==> src/rtl/tdm_pkg.sv <==
// tdm_pkg -- shared types and constants for the tdm_demux4 receive path.
//   NUM_CH      : number of TDM channels per frame
//   ERR_CNT_W   : width of the optional sync-error counter
//   slot_t      : slot index within a frame
//   state_t     : frame-alignment state (HUNT until first frame_sync, then LOCKED)
//   slot_onehot : slot index -> one-hot channel write enable
package tdm_pkg;

  localparam int NUM_CH    = 4;
  localparam int ERR_CNT_W = 8;

  typedef logic [1:0] slot_t;

  typedef enum logic {
    HUNT   = 1'b0,
    LOCKED = 1'b1
  } state_t;

  function automatic logic [NUM_CH-1:0] slot_onehot(input slot_t s);
    logic [NUM_CH-1:0] one;
    one = {{(NUM_CH-1){1'b0}}, 1'b1};
    return one << s;
  endfunction

endpackage

==> src/rtl/tdm_slot_ctr.sv <==
// tdm_slot_ctr -- 2-bit TDM slot counter.
//   clk, rst_n : clock, asynchronous active-low reset (slot clears to 0)
//   adv        : advance to the next slot (wraps 3 -> 0)
//   load1      : force slot to 1 (a sample was just placed in slot 0 by sync);
//                has priority over adv
//   slot       : current slot
//   wrap       : current slot is the last one of the frame
module tdm_slot_ctr
  import tdm_pkg::*;
(
  input  logic  clk,
  input  logic  rst_n,
  input  logic  adv,
  input  logic  load1,
  output slot_t slot,
  output logic  wrap
);

  always_ff @(posedge clk or negedge rst_n) begin
    if (!rst_n) begin
      slot <= '0;
    end else if (load1) begin
      slot <= slot_t'(1);
    end else if (adv) begin
      slot <= slot + slot_t'(1);
    end
  end

  assign wrap = (slot == slot_t'(NUM_CH - 1));

endmodule

==> src/rtl/tdm_demux4.sv <==
// tdm_demux4 -- 1-to-4 time-division demultiplexer (receive side of mux4a1).
// Steers each valid sample into one of four registered channel outputs,
// aligning on frame_sync and flagging complete frames and misaligned syncs.
//   clk, rst_n  : clock, asynchronous active-low reset
//   din         : incoming sample (WIDTH bits), qualified by din_valid
//   frame_sync  : with din_valid, marks the current sample as channel 0
//   ch0..ch3    : last sample captured for each slot
//   ch_upd      : one-hot strobe, bit k = chk updated this cycle
//   frame_done  : pulse with ch_upd[3] when a clean, aligned frame completes
//   locked      : high once aligned (LOCKED state)
//   sync_err    : pulse when frame_sync arrives at a nonzero slot
// Optional (macro TDM_ERR_CNT_EN):
//   err_clr     : synchronous clear of err_cnt (wins over an increment)
//   err_cnt     : saturating count of sync_err pulses
module tdm_demux4
  import tdm_pkg::*;
#(
  parameter int WIDTH = 8
) (
  input  logic                 clk,
  input  logic                 rst_n,
  input  logic [WIDTH-1:0]     din,
  input  logic                 din_valid,
  input  logic                 frame_sync,
`ifdef TDM_ERR_CNT_EN
  input  logic                 err_clr,
  output logic [ERR_CNT_W-1:0] err_cnt,
`endif
  output logic [WIDTH-1:0]     ch0,
  output logic [WIDTH-1:0]     ch1,
  output logic [WIDTH-1:0]     ch2,
  output logic [WIDTH-1:0]     ch3,
  output logic [NUM_CH-1:0]    ch_upd,
  output logic                 frame_done,
  output logic                 locked,
  output logic                 sync_err
);

  state_t             state, state_nxt;
  slot_t              slot;
  logic               wrap;
  logic               ctr_adv, ctr_load1;
  logic [NUM_CH-1:0]  wr_en;
  logic               done_nxt, err_nxt;
  // frame_ok: the frame in progress began with an aligned slot-0 write and
  // has not been realigned since; only such frames raise frame_done.
  logic               frame_ok, frame_ok_nxt;
  logic [WIDTH-1:0]   ch_q [NUM_CH];

  tdm_slot_ctr u_slot_ctr (
    .clk   (clk),
    .rst_n (rst_n),
    .adv   (ctr_adv),
    .load1 (ctr_load1),
    .slot  (slot),
    .wrap  (wrap)
  );

  always_comb begin
    state_nxt    = state;
    frame_ok_nxt = frame_ok;
    wr_en        = '0;
    ctr_adv      = 1'b0;
    ctr_load1    = 1'b0;
    done_nxt     = 1'b0;
    err_nxt      = 1'b0;
    unique case (state)
      HUNT: begin
        if (din_valid && frame_sync) begin
          wr_en        = slot_onehot(slot_t'(0));
          ctr_load1    = 1'b1;
          frame_ok_nxt = 1'b1;
          state_nxt    = LOCKED;
        end
      end
      LOCKED: begin
        if (din_valid) begin
          if (frame_sync && (slot != slot_t'(0))) begin
            // Realign: restart at slot 0 but abandon the partial frame.
            err_nxt      = 1'b1;
            wr_en        = slot_onehot(slot_t'(0));
            ctr_load1    = 1'b1;
            frame_ok_nxt = 1'b0;
          end else begin
            wr_en   = slot_onehot(slot);
            ctr_adv = 1'b1;
            if (slot == slot_t'(0)) begin
              frame_ok_nxt = 1'b1;
            end
            done_nxt = wrap && frame_ok;
          end
        end
      end
      default: state_nxt = HUNT;
    endcase
  end

  // Registered outputs: channel data and single-cycle strobes
  always_ff @(posedge clk or negedge rst_n) begin
    if (!rst_n) begin
      state      <= HUNT;
      frame_ok   <= 1'b0;
      ch_upd     <= '0;
      frame_done <= 1'b0;
      sync_err   <= 1'b0;
      for (int k = 0; k < NUM_CH; k++) begin
        ch_q[k] <= '0;
      end
    end else begin
      state      <= state_nxt;
      frame_ok   <= frame_ok_nxt;
      ch_upd     <= wr_en;
      frame_done <= done_nxt;
      sync_err   <= err_nxt;
      for (int k = 0; k < NUM_CH; k++) begin
        if (wr_en[k]) begin
          ch_q[k] <= din;
        end
      end
    end
  end

`ifdef TDM_ERR_CNT_EN
  always_ff @(posedge clk or negedge rst_n) begin
    if (!rst_n) begin
      err_cnt <= '0;
    end else if (err_clr) begin
      err_cnt <= '0;
    end else if (err_nxt && (err_cnt != {ERR_CNT_W{1'b1}})) begin
      err_cnt <= err_cnt + 1'b1;
    end
  end
`endif

  assign ch0    = ch_q[0];
  assign ch1    = ch_q[1];
  assign ch2    = ch_q[2];
  assign ch3    = ch_q[3];
  assign locked = (state == LOCKED);

endmodule

==> config.mk <==
export PLATFORM = sky130hd
export DESIGN_NAME = tdm_demux4
export DESIGN_NICKNAME = d
export VERILOG_FILES = /design/src/rtl/tdm_pkg.sv /design/src/rtl/tdm_slot_ctr.sv /design/src/rtl/tdm_demux4.sv
export SDC_FILE = /design/constraint.sdc
export NUM_CORES = 1
export LEC_CHECK = 0
export ABC_CLOCK_PERIOD_IN_PS = 1500
export CAP_MARGIN = 30
export CORE_MARGIN = 4
export CORE_UTILIZATION = 41
export DETAILED_ROUTE_END_ITERATION = 16
export PLACE_DENSITY = 0.75
export SKIP_CTS_REPAIR_TIMING = 1
export SLEW_MARGIN = 20
export SYNTH_ARGS = -nofsm -noshare
export SYNTH_HDL_FRONTEND = slang
export SYNTH_HIERARCHICAL = 1
export SYNTH_SLANG_ARGS = --single-unit
==> constraint.sdc <==
create_clock -name clk -period 1.5 [get_ports clk]
set_input_delay 0.3 -clock clk [delete_from_list [all_inputs] [get_ports clk]]
set_output_delay 0.3 -clock clk [all_outputs]
set_load 0.005 [all_outputs]
**Word-level counts from Yosys, hierarchy flattened**

Cells that the tools add are included.

- Muxes and demuxes: 23
- Equality and inequality tests: 4
- $add $sub $neg: 1
- Bitwise logic cells: 1
- Reductions and logical operators: 7
- Shift-type cells: 1

Operator list:

| cell | count |
|---|---|
| 1-bit two-way mux | 16 |
| 4-bit two-way mux | 2 |
| 4-bit case mux with 2 select lines | 1 |
| 2-bit two-way mux | 2 |
| 2-bit != test, second input constant | 2 |
| 1-bit case mux with 2 select lines | 2 |
| 2-bit nonzero test | 2 |
| 1-bit by 2-bit left shift with 4-bit output, first input constant | 1 |
| 1-bit logical AND | 3 |
| 3-bit by 1-bit != test with 1-bit output, second input constant | 1 |
| 3-bit AND reduction | 1 |
| 2-bit by 1-bit adder with 2-bit output, second input constant | 1 |
| 2-bit == test, second input constant | 1 |
| 2-bit zero test | 1 |
| 1-bit inverter | 1 |

- Logic and storage cells: 47
- Bits of input ports: 12
- Output and inout bits: 39
- Bits in registers: 42

**Logic depth before layout (Yosys ltp)**

Gate-level depths: netlist of the first run.

- Depth in word-level cells: 7
- Depth in mapped cells: 4
- Gate-level depth less buffers: 4

**Hierarchy**

The synthesis of the first run kept the hierarchy.

By module, submodules not included:

| module | area each (µm²) | cells each | instances | sequential area each (µm²) |
|---|---|---|---|---|
| tdm_demux4 | 1502.7 | 93 | 1 | 1001.0 |
| tdm_slot_ctr | 91.3 | 7 | 1 | 50.0 |

**Worst setup path before layout of the first run**

OpenSTA, ideal clock, no wires.

- Kind: flip-flop to flip-flop
- From: register u_slot_ctr.slot[1]
- To: register ch_q, in the netlist ch2[0]
- Period minus slack after synthesis: 1.481 ns
- Path buffers: 0
- Path slack: 0.019 ns
- Required time: 1.375 ns
- Arrival: 1.356 ns
- Setup time: 0.125 ns
- Cell stages (with the launch flop): 4
- Cell sequence: dfrtp_1 inv_2 nor4_4 mux2_2

- Longest elaborated chain between the ends: 5
- Elaborated cells on any way between the ends: 6
- Those cells by class: shift: 1; mux: 3; reduce/logical: 2

Ends and longest elaborated chain:

| element | RTL line | source |
|---|---|---|
| from (decl) | tdm_slot_ctr.sv:15 | `output slot_t slot,` |
| from (signal assigned) | tdm_slot_ctr.sv:23 | `slot <= slot_t'(1);` |
| from (signal assigned) | tdm_slot_ctr.sv:25 | `slot <= slot + slot_t'(1);` |
| 2-bit nonzero test | tdm_demux4.sv:78 | `if (frame_sync && (slot != slot_t'(0))) begin` |
| 1-bit logical AND | tdm_demux4.sv:78 |  |
| 4-bit two-way mux * | tdm_demux4.sv:78 |  |
| 4-bit two-way mux * | tdm_demux4.sv:77 | `if (din_valid) begin` |
| 4-bit case mux with 2 select lines * | tdm_demux4.sv:67 | `unique case (state)` |
| net wr_en[2] | tdm_demux4.sv:43 | `logic [NUM_CH-1:0] wr_en;` |
| to (signal, indexed assignment) | tdm_demux4.sv:117 | `ch_q[k] <= din;` |
| to (decl) | tdm_demux4.sv:48 | `logic [WIDTH-1:0] ch_q [NUM_CH];` |

The timed path passes the listed nets; every way through them passes the cells marked *.
A chain may end at the register's enable or synchronous reset.

**Final worst setup path of the first run**

- From: register ch_q, in the netlist ch2[4]
- To: output ch2[4]

RTL lines:

| element | RTL line | source |
|---|---|---|
| to (decl) | tdm_demux4.sv:31 | `output logic [WIDTH-1:0] ch2,` |

No word-level cell between the ends.

==> flow_summary_export.csv, run 1 <==
group,metric,value,unit
sta,max_slew_margin,65.9,%
power_and_ir_drop,ir_drop,987,µV
grt,globalRouteTotalUtil,15.3,%
grt,grt_pass1_vias,1180,
worst_setup_path,startpoint,"ch2[4]",
die,die-width,70.4,µm
grt,grt_pass1_wl,5750,µm
placed_design,dp.cells,205,
clock_tree,root_buffer,"clkbuf_8",
finish,regArea,1050,µm²
finish,fin_area,2330,µm²
finish,drive_gt1_share,35.4,%
worst_setup_path,crit-reg2reg-launch,"u_slot_ctr/slot[0]",
routing,dr.pass1.iters,3,
clock_tree,cts_tree,"yes",
routing,via_count,1040,
power_and_ir_drop,p_comb_share,39.8,%
worst_setup_path,required,1.20,ns
clock_tree,clk_pin_slew,0.07,ns
routing,drtAntennaViolNets,0,
placed_design,portBuffers,50,
die,core_region_area,3720,µm²
die,die-area,4950,µm²
clock_tree,htreeDepth,2,
worst_setup_path,slowest_stage,"clkdlybuf4s50_1",
yosys,syn_inst,100,
worst_setup_path,critPathCapture,"ch2[4]",
clock_tree,clock_latency,0.28,ns
grt,antenna_found_initial,0,
yosys,yosysSeqAreaShare,65.9,%
hold_path,hold_path_class,"primary input to async pin",
worst_setup_path,reg2regPathDepth,4,
sta,period_needed,1.47,ns
power_and_ir_drop,leakage,1.10,nW
worst_setup_path,crit_buf_inv,1,
finish,diodes,0,
worst_setup_path,cp.arrival,1.17,ns
placed_design,place_hpwl,2540,µm
sta,final_max_slew_viol_count,0,
sta,tightest_slew,0.511,ns
finish,multi_input_comb_area,529,µm²
worst_setup_path,cp-end-kind,"output port",
clock_tree,clock_sinks,42,
routing,routed_wl,3500,µm
worst_setup_path,start_kind,"register",
routing,vias_per_cell,4.91,
worst_setup_path,crit_type,"register to output port",
worst_setup_path,crit_family,"buffers and inverters",
sta,fin_skew,0.00308,ns
finish,fillerInstances,306,
worst_setup_path,crit_chain,"clkdlybuf4s50_1",
die,initial_utilization,42.9,%
worst_setup_path,cp_num_cells,1,
yosys,syn_area_per_cell,15.9,µm²
worst_setup_path,r2r-end,"ch1[2]",
yosys,synth_top_area_share,65.9,%
power_and_ir_drop,p_seq_share,44.0,%
yosys,synth.distinct_cells,21,
yosys,ys_ff_latch,42,
worst_setup_path,critPathMaxFanout,2,
placed_design,globalplace.congestion,0.809,
yosys,syn-cell-area,1590,µm²
worst_setup_path,slowest_delay,0.53,ns
placed_design,postPlaceCellArea,2210,µm²
grt,grt_util_met1,16.7,%
worst_setup_path,reg2reg_slack,0.06,ns
grt,gr-usage-met3,3.60,%
power_and_ir_drop,swShare,26.7,%
die,rows,22,
finish,fin_nets,178,
clock_tree,ctsLongestPathBuffers,2,
routing,drt_iter0_drc,18,
die,die_h,70.4,µm
sta,finalHoldViolations,0,
finish,finalNonFillerCells,212,
grt,overflow,0,
sta,setup_viol,0,
power_and_ir_drop,powerDensity,1810,nW/µm²
die,io_pins,51,
status,outcome,"finished clean",
routing,wl_per_cell,16.5,µm
yosys,synthesis.nets,113,
grt,met2_usage,26.9,%
run,cap_violations,0,
grt,grt_max_degree,43,
clock_tree,numCtsBuffers,5,
yosys,synth_warnings,6,
yosys,synth_area_leaders,"dfrtp_1, mux2_2, nor4_4, ha_1, nand2b_1",
power_and_ir_drop,clkPwrFrac,16.2,%
grt,busiest_layer,"met2",
finish,areaGrowthSynthToFinish,46.5,%
yosys,yosys.area.top_type,"dfrtp_1",
sta,post-route-period-util,98.1,%
power_and_ir_drop,p_switching,1.13,mW
power_and_ir_drop,p_int,3.10,mW
sta,fmax,680,MHz
routing,drcViolationCount,0,
[worst min-delay path by stage]
stage	slack (ns)	from	cells after the start	endpoint
global placement	0.38	rst_n	2	ch3[4]
detailed placement	0.39	rst_n	2	ch_upd[3]
CTS	0.08	rst_n	2	ch2[7]
finish	0.07	rst_n	2	ch3[4]
floorplan	0.004	rst_n	0	ch0[0]
global route	0.11	rst_n	2	ch3[4]
[synthesized netlist by cell type]
cell and count:
nor4_4 1, inv_2 1, a22o_1 1, dfrtp_1 42
nand2_1 2, nor2_2 1, inv_1 2, mux2_2 33
o21a_1 1, nor2_1 3, nand2b_1 2, nand4b_1 1
or2_2 1, mux2i_1 1, buf_2 2, and3_1 1
xnor2_1 1, nor3b_1 1, a21oi_1 1, o31a_2 1
ha_1 1
[cell families (layout without fill, tap and decap cells)]
group / after synthesis / after routing / synth area share [%]
flip-flops: 42 / 42 / 65.9
AND/OR/NAND/NOR: 13 / 13 / 5.50
multiplexers: 34 / 34 / 23.9
XOR/XNOR: 1 / 1 / 0.550
buffers and inverters: 5 / 69 / 1.33
adder cells (fa/ha/maj): 1 / 1 / 0.785
AO/OA/AOI/OAI: 4 / 4 / 1.96
[area by class of cell]
| cell class | instances | area share, % |
|---|---|---|
| Clock buffer | 6 | 3.54 |
| Timing Repair Buffer | 60 | 25.7 |
| Tap cell | 48 | 2.57 |
| Sequential cell | 42 | 45.1 |
| Multi-Input combinational cell | 53 | 22.7 |
| Inverter | 3 | 0.482 |
[placed cells by master, fill, tap and decap left out, types with 2 or more instances in the layout]
| master | instances |
|---|---|
| dfrtp_1 | 41 |
| clkdlybuf4s50_1 | 39 |
| mux2_2 | 33 |
| dlymetal6s2s_1 | 10 |
| buf_4 | 9 |
| clkbuf_8 | 6 |
| nor2_2 | 2 |
| inv_1 | 2 |
| nand2b_1 | 2 |
| nor2_1 | 2 |
[registers in the layout, summed over array words and instances (netlist names), 2 cells and up]
register / cells
ch0: 8
ch1: 8
ch2: 8
ch3: 8
ch_upd: 4
u_slot_ctr/slot: 2
[through the flow]
step                      setup slack, ns  util, %   TNS (ns)  hold WS [ns]  power, mW
after floorplan                    0.0191        -          0       0.00441       2.46
after global placement             -0.340     59.4      -9.04         0.383       3.52
after detailed placement           -0.390     59.4     -10.45         0.393       3.59
after CTS                         -0.0867     61.6     -0.749        0.0823       4.31
after global routing            -0.000529     62.8  -0.000529         0.110       4.47
final                              0.0286     62.8          0        0.0686       4.23
[power groups by stage]
stage	clock, mW	sequential (mW)	combinational (mW)
after floorplan	0	1.89	0.570
after global placement	0	1.85	1.67
after detailed placement	0	1.88	1.72
after CTS	0.706	1.87	1.73
after global routing	0.750	1.91	1.80
final	0.685	1.86	1.68
[layer usage]
layer,vias up,share of wire [%],wire length [µm]
li1,475,-,-
met1,523,40,1380
met2,33,53,1860
met3,9,4.4,153
met4,0,2.9,100
met5,-,0,0
(Power assumes the default switching activity.)
==> inputs of run 2 (changes only) <==
CTS_CLUSTER_SIZE = 16   (was unset)
==> results of run 2 <==
Same layout as run 1: the final DEF is identical, and so are final timing and power.
